[config.mk]
export PLATFORM = sky130hd
export DESIGN_NAME = jk_down_counter_flat
export DESIGN_NICKNAME = d
export VERILOG_FILES = /design/src/rtl/jk_counter_pkg.sv /design/src/rtl/jk_down_counter_if.sv /design/src/rtl/jk_cell.sv /design/src/rtl/jk_down_counter.sv /design/src/flat_wrapper.sv
export SDC_FILE = /design/constraint.sdc
export NUM_CORES = 1
export LEC_CHECK = 0
export ABC_AREA = 0
export CAP_MARGIN = 20
export CORE_AREA = 2 2 56 58
export DETAILED_ROUTE_END_ITERATION = 12
export DIE_AREA = 0 0 58 60
export PLACE_DENSITY = 0.49
export SYNTH_ARGS = -nofsm -noshare
export SYNTH_HDL_FRONTEND = slang
export SYNTH_SLANG_ARGS = --single-unit
[constraint.sdc]
create_clock -name clk -period 4.5 [get_ports clk]
set_input_delay 0.45 -clock clk [delete_from_list [all_inputs] [get_ports clk]]
set_output_delay 0.45 -clock clk [all_outputs]
set_load 0.05 [all_outputs]
[src/rtl/jk_counter_pkg.sv]
// rtl/jk_counter_pkg.sv - shared types and constants for the JK counter family
package jk_counter_pkg;

  typedef enum logic [1:0] {
    IDLE = 2'd0,
    RUN  = 2'd1,
    DONE = 2'd2
  } state_t;

  localparam int DEFAULT_WIDTH = 5;

  // {J,K} encodings applied to a single JK cell
  localparam logic [1:0] JK_HOLD   = 2'b00;
  localparam logic [1:0] JK_CLEAR  = 2'b01;
  localparam logic [1:0] JK_SET    = 2'b10;
  localparam logic [1:0] JK_TOGGLE = 2'b11;

  typedef enum logic [2:0] {
    OP_HOLD   = 3'd0,
    OP_LOAD   = 3'd1,
    OP_RELOAD = 3'd2,
    OP_DEC    = 3'd3,
    OP_CLR    = 3'd4
  } op_t;

  function automatic logic [1:0] load_jk(input logic b);
    return b ? JK_SET : JK_CLEAR;
  endfunction

endpackage

[src/rtl/jk_down_counter_if.sv]
// rtl/jk_down_counter_if.sv - host-side control/status bundle of jk_down_counter
interface jk_down_counter_if
  import jk_counter_pkg::*;
#(
  parameter int WIDTH = DEFAULT_WIDTH
);

  logic             start;
  logic             stop;
  logic             pause;
  logic [WIDTH-1:0] load_val;
  logic [WIDTH-1:0] count;
  logic             busy;
  logic             done;
  logic             zero;

  modport master (
    output start, stop, pause, load_val,
    input  count, busy, done, zero
  );

  modport slave (
    input  start, stop, pause, load_val,
    output count, busy, done, zero
  );

endinterface

[src/rtl/jk_cell.sv]
// rtl/jk_cell.sv - negedge JK flip-flop with synchronous active-high reset
module jk_cell (
  input  logic clk,
  input  logic rst,
  input  logic j,
  input  logic k,
  output logic q,
  output logic q_bar
);

  always_ff @(negedge clk) begin
    if (rst) begin
      q <= 1'b0;
    end else begin
      case ({j, k})
        2'b00:   q <= q;
        2'b01:   q <= 1'b0;
        2'b10:   q <= 1'b1;
        default: q <= ~q;
      endcase
    end
  end

  // Derived rather than stored so the pair can never disagree
  assign q_bar = ~q;

endmodule

[src/rtl/jk_down_counter.sv]
// rtl/jk_down_counter.sv - loadable JK-cell down-counter; JK_DOWN_AUTO_RELOAD_EN enables auto-reload
module jk_down_counter
  import jk_counter_pkg::*;
#(
  parameter int WIDTH = DEFAULT_WIDTH
) (
  input  logic             clk,
  input  logic             rst,
  jk_down_counter_if.slave bus
);

  localparam logic [WIDTH-1:0] ONE = {{(WIDTH-1){1'b0}}, 1'b1};

  state_t           state_q;
  state_t           state_d;
  op_t              op;
  logic             done_d;
  logic             done_q;
  logic [WIDTH-1:0] q;
  logic [WIDTH-1:0] q_bar;
  logic [WIDTH-1:0] borrow;
  logic             count_is_one;

  assign count_is_one = (q == ONE);

`ifdef JK_DOWN_AUTO_RELOAD_EN
  logic [WIDTH-1:0] reload_q;

  always_ff @(negedge clk) begin
    if (rst) begin
      reload_q <= '0;
    end else if (state_q == IDLE && bus.start) begin
      reload_q <= bus.load_val;
    end
  end
`endif

  always_ff @(negedge clk) begin
    if (rst) begin
      state_q <= IDLE;
      done_q  <= 1'b0;
    end else begin
      state_q <= state_d;
      done_q  <= done_d;
    end
  end

  always_comb begin
    state_d = state_q;
    op      = OP_HOLD;
    done_d  = 1'b0;
    if (rst) begin
      state_d = IDLE;
      op      = OP_CLR;
    end else begin
      case (state_q)
        IDLE: begin
          if (bus.start) begin
            op = OP_LOAD;
            if (bus.load_val == '0) begin
              state_d = DONE;
              done_d  = 1'b1;
            end else begin
              state_d = RUN;
            end
          end
        end
        RUN: begin
          if (bus.stop) begin
            state_d = IDLE;
          end else if (bus.pause) begin
            op = OP_HOLD;
          end else if (count_is_one) begin
            done_d = 1'b1;
`ifdef JK_DOWN_AUTO_RELOAD_EN
            op     = OP_RELOAD;
`else
            op      = OP_DEC;
            state_d = DONE;
`endif
          end else begin
            op = OP_DEC;
          end
        end
        DONE:    state_d = IDLE;
        default: state_d = IDLE;
      endcase
    end
  end

  // Bit i toggles on a decrement only when every lower bit is currently 0
  always_comb begin
    borrow[0] = 1'b1;
    for (int i = 1; i < WIDTH; i++) begin
      borrow[i] = borrow[i-1] & q_bar[i-1];
    end
  end

  for (genvar i = 0; i < WIDTH; i++) begin : g_bit
    logic [1:0] jk;

    always_comb begin
      jk = JK_HOLD;
      case (op)
        OP_LOAD:   jk = load_jk(bus.load_val[i]);
`ifdef JK_DOWN_AUTO_RELOAD_EN
        OP_RELOAD: jk = load_jk(reload_q[i]);
`endif
        OP_DEC:    jk = {borrow[i], borrow[i]};
        OP_CLR:    jk = JK_CLEAR;
        default:   jk = JK_HOLD;
      endcase
    end

    jk_cell u_cell (
      .clk   (clk),
      .rst   (rst),
      .j     (jk[1]),
      .k     (jk[0]),
      .q     (q[i]),
      .q_bar (q_bar[i])
    );
  end

  assign bus.count = q;
  assign bus.busy  = (state_q == RUN);
  assign bus.done  = done_q;
  assign bus.zero  = &q_bar;

endmodule
[src/flat_wrapper.sv]
// flat-port wrapper written by rule: the top's interface ports become plain ports
module jk_down_counter_flat import jk_counter_pkg::*;
#(
  parameter int WIDTH = DEFAULT_WIDTH
)
  (clk, rst, bus_start, bus_stop, bus_pause, bus_load_val, bus_count, bus_busy, bus_done, bus_zero);
  jk_down_counter_if #(.WIDTH(WIDTH)) bus_i ();
  input  logic clk;
  input  logic rst;
  input wire logic [$bits(bus_i.start)-1:0] bus_start;
  input wire logic [$bits(bus_i.stop)-1:0] bus_stop;
  input wire logic [$bits(bus_i.pause)-1:0] bus_pause;
  input wire logic [$bits(bus_i.load_val)-1:0] bus_load_val;
  output wire logic [$bits(bus_i.count)-1:0] bus_count;
  output wire logic [$bits(bus_i.busy)-1:0] bus_busy;
  output wire logic [$bits(bus_i.done)-1:0] bus_done;
  output wire logic [$bits(bus_i.zero)-1:0] bus_zero;
  assign bus_i.start = bus_start;
  assign bus_i.stop = bus_stop;
  assign bus_i.pause = bus_pause;
  assign bus_i.load_val = bus_load_val;
  assign bus_count = bus_i.count;
  assign bus_busy = bus_i.busy;
  assign bus_done = bus_i.done;
  assign bus_zero = bus_i.zero;
  jk_down_counter #(.WIDTH(WIDTH)) u_core (.clk(clk), .rst(rst), .bus(bus_i));
endmodule
# Word-level counts from Yosys, hierarchy flattened
# Cells that the tools add are included.
# W data, S select, Z words.
# totals
reg_bits	8
latchBits	0
ram_bits	0
rom_bits	0
inputBits	10
output_inout_bits	8
elab_cells	74
mem_count	0
# op_classes
addsub	0
mul	0
div	0
n_lt_le_gt_ge	0
n_eq_ne	18
n_shift	0
n_mux	32
bitwise	8
n_reduce_logical	9
# ops
cell	count
$pmux W2 S3	5
$mux W2	11
$pmux W1 S3	5
$eq A2 B1 Y1 const B	6
$logic_not A2 Y1	6
$eq A2 B2 Y1 const B	5
$mux W1	6
$mux W3	2
$pmux W3 S2	1
$eq A5 B1 Y1 const B	1
$logic_not A5 Y1	1
$not A1 Y1	5
$reduce_and A5 Y1	1
$pmux W2 S2	1
$and A1 B1 Y1	3
$eq A3 B1 Y1 const B	1
$eq A3 B2 Y1 const B	1
$eq A3 B3 Y1 const B	1
$ne A3 B2 Y1 const B	1
$ne A3 B3 Y1 const B	1
$reduce_and A3 Y1	1
$ne A2 B2 Y1 const B	1
$pmux W1 S2	1

# Depth between registers and ports, before layout
# Gate-level depths: netlist (run 1).
# logic_depth
depth_word	8
mapped_depth	8
mapped_depth_nobuf	7

# Cells and area by module
# Synthesis (run 1) repeated with hierarchy kept, for this count alone.
# unflattened
hier_cells	105
area_unflattened_um2	819.5
# by_module_without_submodules
module	instances	cells_each	area_per_inst_um2	seq_area_each_um2
jk_cell	5	12	96.3	20.0
jk_down_counter	1	45	337.8	60.1

==> impl_metrics.env, run 1 <==
export IMPL_instances_no_fill=161
export IMPL_worst_skew_pair_late_latency_ns=0.33
export IMPL_skew_ns=0.01097
export IMPL_initial_core_util=0.2647
export IMPL_rrSetupSlack_ns=2.36
export IMPL_slew_violations=0
export IMPL_cts_made_buffers=3
export IMPL_arrival_ns=2.38
export IMPL_p_seq_frac=0.278
export IMPL_yosysTopAreaCellShare=0.2085
export IMPL_die_height_um=60
export IMPL_antenna_found_initial=0
export IMPL_syn_area_per_cell_um2=8.087
export IMPL_p_int_mw=0.1803
export IMPL_nNetsFinal=150
export IMPL_grt_pass1_wl_um=3525
export IMPL_yosysMostFrequentCell="nor2_1"
export IMPL_drt_first_iter_violations=11
export IMPL_ys_seq_area_frac=0.2085
export IMPL_cts_setup_buffers=0
export IMPL_p_leak_nw=0.5053
export IMPL_pwr_share_comb=0.444
export IMPL_tightest_slew_ns=0.4992
export IMPL_swShare=0.4246
export IMPL_die_area_mm2=0.003480
export IMPL_r2r_end="u_core.g_bit[3].u_cell.q$_SDFFE_NP0P_"
export IMPL_grt_use_total=0.1302
export IMPL_dp_hpwl_um=1443
export IMPL_syn_inst=95
export IMPL_grt_max_degree=16
export IMPL_routed_wirelength_um=2055
export IMPL_syn_num_nets=115
export IMPL_num_vias=814
export IMPL_synth_cell_type_count=29
export IMPL_dieWidth_um=58
export IMPL_crit_path_start_kind="input port"
export IMPL_io_pins=18
export IMPL_tritoncts="done"
export IMPL_ctsHoldBuffers=0
export IMPL_cts_root_buf="clkbuf_4"
export IMPL_fin_setup_tns_ns=0
export IMPL_synthFlopType="dfxtp_1"
export IMPL_yosysTopAreaCell="dfxtp_1"
export IMPL_place_congestion=0.8050
export IMPL_syn_to_final_growth_pct=49.19
export IMPL_numClockSinks=8
export IMPL_firstDrtPassIters=6
export IMPL_hold_class="reg2reg"
export IMPL_hold_ws_ns=0.5424
export IMPL_grt_overflow=0
export IMPL_slew_headroom=0.6666
export IMPL_setup_violations=0
export IMPL_synth_cell_area_um2=768.2
export IMPL_n_antenna_cell=0
export IMPL_drtAntennaViolNets=0
export IMPL_fp_row_count=20
export IMPL_crit_end="u_core.g_bit[2].u_cell.q$_SDFFE_NP0P_"
export IMPL_vdd_drop_max_mv=0.1149
export IMPL_clk_path_buf_depth=2
export IMPL_core_area_mm2=0.002903
export IMPL_end_kind="flip-flop"
export IMPL_drive_above_1_share=0.2500
export IMPL_status="complete, no violations"
export IMPL_synth_edff_count=0
export IMPL_path_class="in2reg"
export IMPL_io_buffers=17
export IMPL_grt_setup_unrepaired="false"
export IMPL_drv_cap=0
export IMPL_drc=0
export IMPL_htreeDepth=1
export IMPL_wl_per_cell_um=12.76
export IMPL_cp_data_required_time_ns=2.44
export IMPL_synth_common_cells="14 x nor2_1, 10 x ha_1, 8 x a211oi_1, 8 x dfxtp_1"
export IMPL_viasPerCell=5.056
export IMPL_startpoint="bus_start"
export IMPL_p_per_area_mw_per_mm2=273.4
export IMPL_power_switching_mw=0.1331
export IMPL_yosys_register_bits=8
export IMPL_async_reset_ff_frac=0
export IMPL_rr_startpoint="u_core.state_q[1]$_SDFFE_NP0P_"
export IMPL_rr_worst_depth=6
export IMPL_grt_pass1_vias=827
export IMPL_place_inst=150
export IMPL_synth_area_leaders="dfxtp_1 21%, ha_1 16%, a211oi_1 7.8%"
export IMPL_clkPwrFrac=0.278
export IMPL_cts_reportedPaths_clkPinSlew_ns=0.03
export IMPL_yosys_warnings=0
export IMPL_finalHoldViolCount=0
export IMPL_worstPathMaxFanout=5
[cells by family after synthesis]
logic type	after synthesis	synth area share
buffers and inverters	10	0.08307
DFF	8	0.2085
AOI/OAI and AO/OA	21	0.1954
adders and majority gates	10	0.1629
and+or+nand+nor	46	0.3502
[area by class of cell]
class	count	area, µm²
Sequential cell	8	160.2
Timing Repair Buffer	30	277.8
Clock buffer	3	22.52
Fill cell	315	1757
Tap cell	33	41.29
Clock inverter	8	30.03
Inverter	1	3.754
Multi-Input combinational cell	78	610.6
[worst max-delay path, stage by stage]
cell	delay, ns
clkdlybuf4s50_1	0.51
or3b_4	0.41
buf_4	0.17
nor2_1	0.13
nor3_2	0.07
ha_1	0.32
a211oi_2	0.25
a211oi_1	0.07
[flip-flops by register name, summed over array words and instances, names as in the netlist]
register               flops
u_core.g_bit.u_cell.q      5
u_core.state_q             2
u_core.bus.done            1
[cells in the final DEF (no fill, tap or decap)]
master	n
clkdlybuf4s50_1	13
dlymetal6s2s_1	1
a32o_1	1
buf_4	13
nor2_4	1
a22o_1	2
nor3_2	1
nor2_2	1
nor2b_1	7
dlygate4sd2_1	2
nand4bb_1	1
a211oi_2	5
nand2_1	2
or2_2	1
nor3_4	2
or4_4	1
ha_1	10
a21o_1	3
a21oi_1	5
or3b_4	1
a211oi_1	3
nand3b_1	2
inv_1	9
nor4_1	2
nor3_1	6
nand4b_1	1
nor2_1	13
nor4b_1	1
nand2b_1	2
nand3_1	1
clkbuf_4	3
nor3b_1	1
a22oi_2	2
buf_12	1
dfxtp_1	8
[metal layers]
layer	wire length (µm)	global-route usage	vias to the layer above
met1	924	0.1481	381
li1	-	-	410
met4	27	0.08306	0
met2	1022	0.2143	18
met3	81	0.03680	5
met5	0	0	-
[through the flow]
step           setup WS [ns]  utilization  total power, mW  cell area (µm²)
2_1_floorplan        0.05568            -           0.1825            768.2
3_3_place_gp         -0.3472       0.3552           0.2269             1031
3_5_place_dp         -0.3934       0.3552           0.2292             1031
4_1_cts             0.007630       0.3884           0.3166             1127
5_1_grt             0.006032       0.3948           0.3416             1146
6_report             0.06754       0.3948           0.3134             1146
[worst min-delay path by stage]
stage                                           from                                     to  slack, ns  cells after the start
6_report       u_core.g_bit[4].u_cell.q$_SDFFE_NP0P_  u_core.g_bit[4].u_cell.q$_SDFFE_NP0P_       0.54                      2
3_5_place_dp   u_core.g_bit[4].u_cell.q$_SDFFE_NP0P_  u_core.g_bit[4].u_cell.q$_SDFFE_NP0P_       0.54                      2
2_1_floorplan  u_core.g_bit[4].u_cell.q$_SDFFE_NP0P_  u_core.g_bit[4].u_cell.q$_SDFFE_NP0P_       0.51                      2
3_3_place_gp   u_core.g_bit[4].u_cell.q$_SDFFE_NP0P_  u_core.g_bit[4].u_cell.q$_SDFFE_NP0P_       0.54                      2
4_1_cts        u_core.g_bit[4].u_cell.q$_SDFFE_NP0P_  u_core.g_bit[4].u_cell.q$_SDFFE_NP0P_       0.54                      2
5_1_grt        u_core.g_bit[4].u_cell.q$_SDFFE_NP0P_  u_core.g_bit[4].u_cell.q$_SDFFE_NP0P_       0.58                      2
[power groups by stage]
| stage | Combinational, mW | Clock, mW | Sequential [mW] |
|---|---|---|---|
| 2_1_floorplan | 0.0843 | 0.0123 | 0.0859 |
| 3_3_place_gp | 0.128 | 0.0123 | 0.0867 |
| 3_5_place_dp | 0.130 | 0.0123 | 0.0869 |
| 4_1_cts | 0.137 | 0.0931 | 0.0863 |
| 5_1_grt | 0.150 | 0.104 | 0.0880 |
| 6_report | 0.139 | 0.0871 | 0.0870 |
[what timing repair did]
action,CTS,global route
resized for setup,10,5
gates cloned,1,0
setup endpoints to repair,3,5
pin swaps,10,1
No activity file was read; power rests on OpenSTA's default activity.
==> inputs of run 2 (changes only) <==
--- a/config.mk
+++ b/config.mk
@@ -5,12 +5,12 @@
 export SDC_FILE = /design/constraint.sdc
 export NUM_CORES = 1
 export LEC_CHECK = 0
-export ABC_AREA = 0
 export CAP_MARGIN = 20
 export CORE_AREA = 2 2 56 58
 export DETAILED_ROUTE_END_ITERATION = 12
 export DIE_AREA = 0 0 58 60
 export PLACE_DENSITY = 0.49
+export REMOVE_ABC_BUFFERS = 1
 export SYNTH_ARGS = -nofsm -noshare
 export SYNTH_HDL_FRONTEND = slang
 export SYNTH_SLANG_ARGS = --single-unit
==> impl_metrics.env, run 2 (same netlist as run 1, synthesis figures left out) <==
export IMPL_fp_row_count=20
export IMPL_dieWidth_um=58
export IMPL_grt_overflow=0
export IMPL_use_met2=0.1851
export IMPL_status="complete, no violations"
export IMPL_grt_max_degree=16
export IMPL_p_per_area_mw_per_mm2=271.4
export IMPL_layout_common_cells="14 x nor2_1, 12 x clkdlybuf4s50_1, 10 x ha_1, 10 x buf_4, 9 x inv_1"
export IMPL_num_vias=770
export IMPL_n_antenna_cell=0
export IMPL_tightest_slew_ns=0.5031
export IMPL_io_buffers=17
export IMPL_crit_slowest_cell="clkdlybuf4s50_1"
export IMPL_htreeDepth=1
export IMPL_wl_per_cell_um=11.69
export IMPL_routed_wirelength_um=1870
export IMPL_p_int_mw=0.1779
export IMPL_hold_ws_ns=0.5641
export IMPL_grt_pass1_vias=784
export IMPL_tritoncts="done"
export IMPL_crit_chain="clkdlybuf4s50_1 > or3b_4 > nor2_2 > buf_6 > a21oi_1 > ha_1 > nor2_1 > a211oi_1 > a211oi_1"
export IMPL_met3_usage=0.05628
export IMPL_finalHoldViolCount=0
export IMPL_nNetsFinal=149
export IMPL_worstPathMaxFanout=6
export IMPL_drv_cap=0
export IMPL_grt_use_total=0.1270
export IMPL_setup_violations=0
export IMPL_final_common_cell="nor2_1"
export IMPL_regMostFlops="u_core.g_bit.u_cell.q"
export IMPL_syn_to_final_growth_pct=45.11
export IMPL_worst_skew_pair_late_latency_ns=0.33
export IMPL_path_class="in2reg"
export IMPL_rrSetupSlack_ns=2.42
export IMPL_finalWorstSetupSlack_ns=0.1542
export IMPL_core_area_mm2=0.002903
export IMPL_crit_path_start_kind="input port"
export IMPL_p_seq_frac=0.289
export IMPL_final_cell_area_mm2=0.001115
export IMPL_slew_violations=0
export IMPL_end_kind="flip-flop"
export IMPL_grt_pass1_wl_um=3353
export IMPL_vdd_drop_max_mv=0.1202
export IMPL_place_congestion=0.7523
export IMPL_cts_made_buffers=3
export IMPL_r2r_end="u_core.g_bit[4].u_cell.q$_SDFFE_NP0P_"
export IMPL_die_height_um=60
export IMPL_rr_worst_depth=8
export IMPL_rr_startpoint="u_core.state_q[1]$_SDFFE_NP0P_"
export IMPL_ctsHoldBuffers=0
export IMPL_cts_root_buf="clkbuf_4"
export IMPL_drive_above_1_share=0.1969
export IMPL_hold_start="u_core.g_bit[3].u_cell.q$_SDFFE_NP0P_"
export IMPL_grt_busiest_layer="met2"
export IMPL_drtAntennaViolNets=0
export IMPL_clkPwrFrac=0.280
export IMPL_largest_register_ffs=5
export IMPL_met1_usage=0.1649
export IMPL_initial_core_util=0.2647
export IMPL_min_to="u_core.g_bit[3].u_cell.q$_SDFFE_NP0P_"
export IMPL_crit_path_frequent_cell="a211oi_1"
export IMPL_skew_ns=0.01940
export IMPL_p_leak_nw=0.5169
export IMPL_dp_hpwl_um=1403
export IMPL_slew_headroom=0.6641
export IMPL_cp_data_required_time_ns=2.49
export IMPL_clk_path_buf_depth=2
export IMPL_drc=0
export IMPL_antenna_found_initial=0
export IMPL_arrival_ns=2.34
export IMPL_hold_depth=2
export IMPL_die_area_mm2=0.003480
export IMPL_power_switching_mw=0.1247
export IMPL_cts_reportedPaths_clkPinSlew_ns=0.04
export IMPL_firstDrtPassIters=4
export IMPL_io_pins=18
export IMPL_grt_setup_unrepaired="false"
export IMPL_place_ws_ns=-0.4157
export IMPL_max_stage_delay_ns=0.49
export IMPL_viasPerCell=4.813
export IMPL_drt_first_iter_violations=36
export IMPL_numClockSinks=8
export IMPL_pwr_share_comb=0.431
export IMPL_hold_class="reg2reg"
export IMPL_place_area_mm2=0.001016
export IMPL_swShare=0.4122
## run 2: cell types whose count changed in the layout (fill, tap and decap cells not counted), sizes merged
cell / delta
nor3: -1
dlymetal6s2s: +2
dlygate4sd2: -1
clkdlybuf4s50: -1
## run 2: worst max path at each step
stage / startpoint / end / slack [ns] / cells past startpoint
final: bus_start / u_core.g_bit[2].u_cell.q$_SDFFE_NP0P_ / 0.15 / 9
after floorplan: u_core.g_bit[1].u_cell.q$_SDFFE_NP0P_ / bus_zero / 0.009 / 2
after global routing: bus_start / u_core.g_bit[2].u_cell.q$_SDFFE_NP0P_ / 0.005 / 9
after detailed placement: rst / u_core.g_bit[3].u_cell.q$_SDFFE_NP0P_ / -0.42 / 8
after CTS: bus_pause / u_core.g_bit[4].u_cell.q$_SDFFE_NP0P_ / 0.01 / 8
after global placement: rst / u_core.g_bit[4].u_cell.q$_SDFFE_NP0P_ / -0.36 / 8
## run 2: worst max-delay path: cells and delay by family
kind,cells,cell delay [ns]
AOI/OAI and AO/OA,3,0.33
adders and majority gates,1,0.31
buffers and inverters,2,0.62
and+or+nand+nor,3,0.63
## run 2: final cells by class
class                   instances  area, µm²
fillers                       317       1788
multi-input cells              77      561.8
repair buffers                 30      295.3
flip-flops and latches          8      160.2
well taps                      33      41.29
clock inverters                 8      30.03
clock buffers                   3      22.52
inverters                       1      3.754
## run 2: power by group through the flow
stage	Clock (mW)	Sequential (mW)	Combinational, mW
final	0.0846	0.0875	0.130
after global routing	0.0986	0.0891	0.142
after CTS	0.0897	0.0877	0.130
after detailed placement	0.0123	0.0888	0.126
after global placement	0.0123	0.0884	0.125
after floorplan	0.0123	0.105	0.0551
## run 2: routing by layer
metal / vias to the layer above / share of wire
li1: 407 / -
met3: 0 / 0.044
met2: 14 / 0.45
met5: - / 0
met1: 349 / 0.50
met4: 0 / 0
## run 2: what timing repair did
action	4_1_cts	5_1_grt
pin swaps	7	6
gates cloned	1	0
setup buffers	1	0
endpoints found under the setup margin	3	4
gates resized for setup	5	6
## run 2: through the flow
stage	cells	utilization	power [mW]	setup TNS (ns)
after floorplan	87	-	0.1721	0
after global placement	148	0.3500	0.2259	-1.409
after detailed placement	148	0.3500	0.2273	-1.595
after CTS	160	0.3776	0.3071	0
after global routing	160	0.3841	0.3298	0
final	160	0.3841	0.3026	0
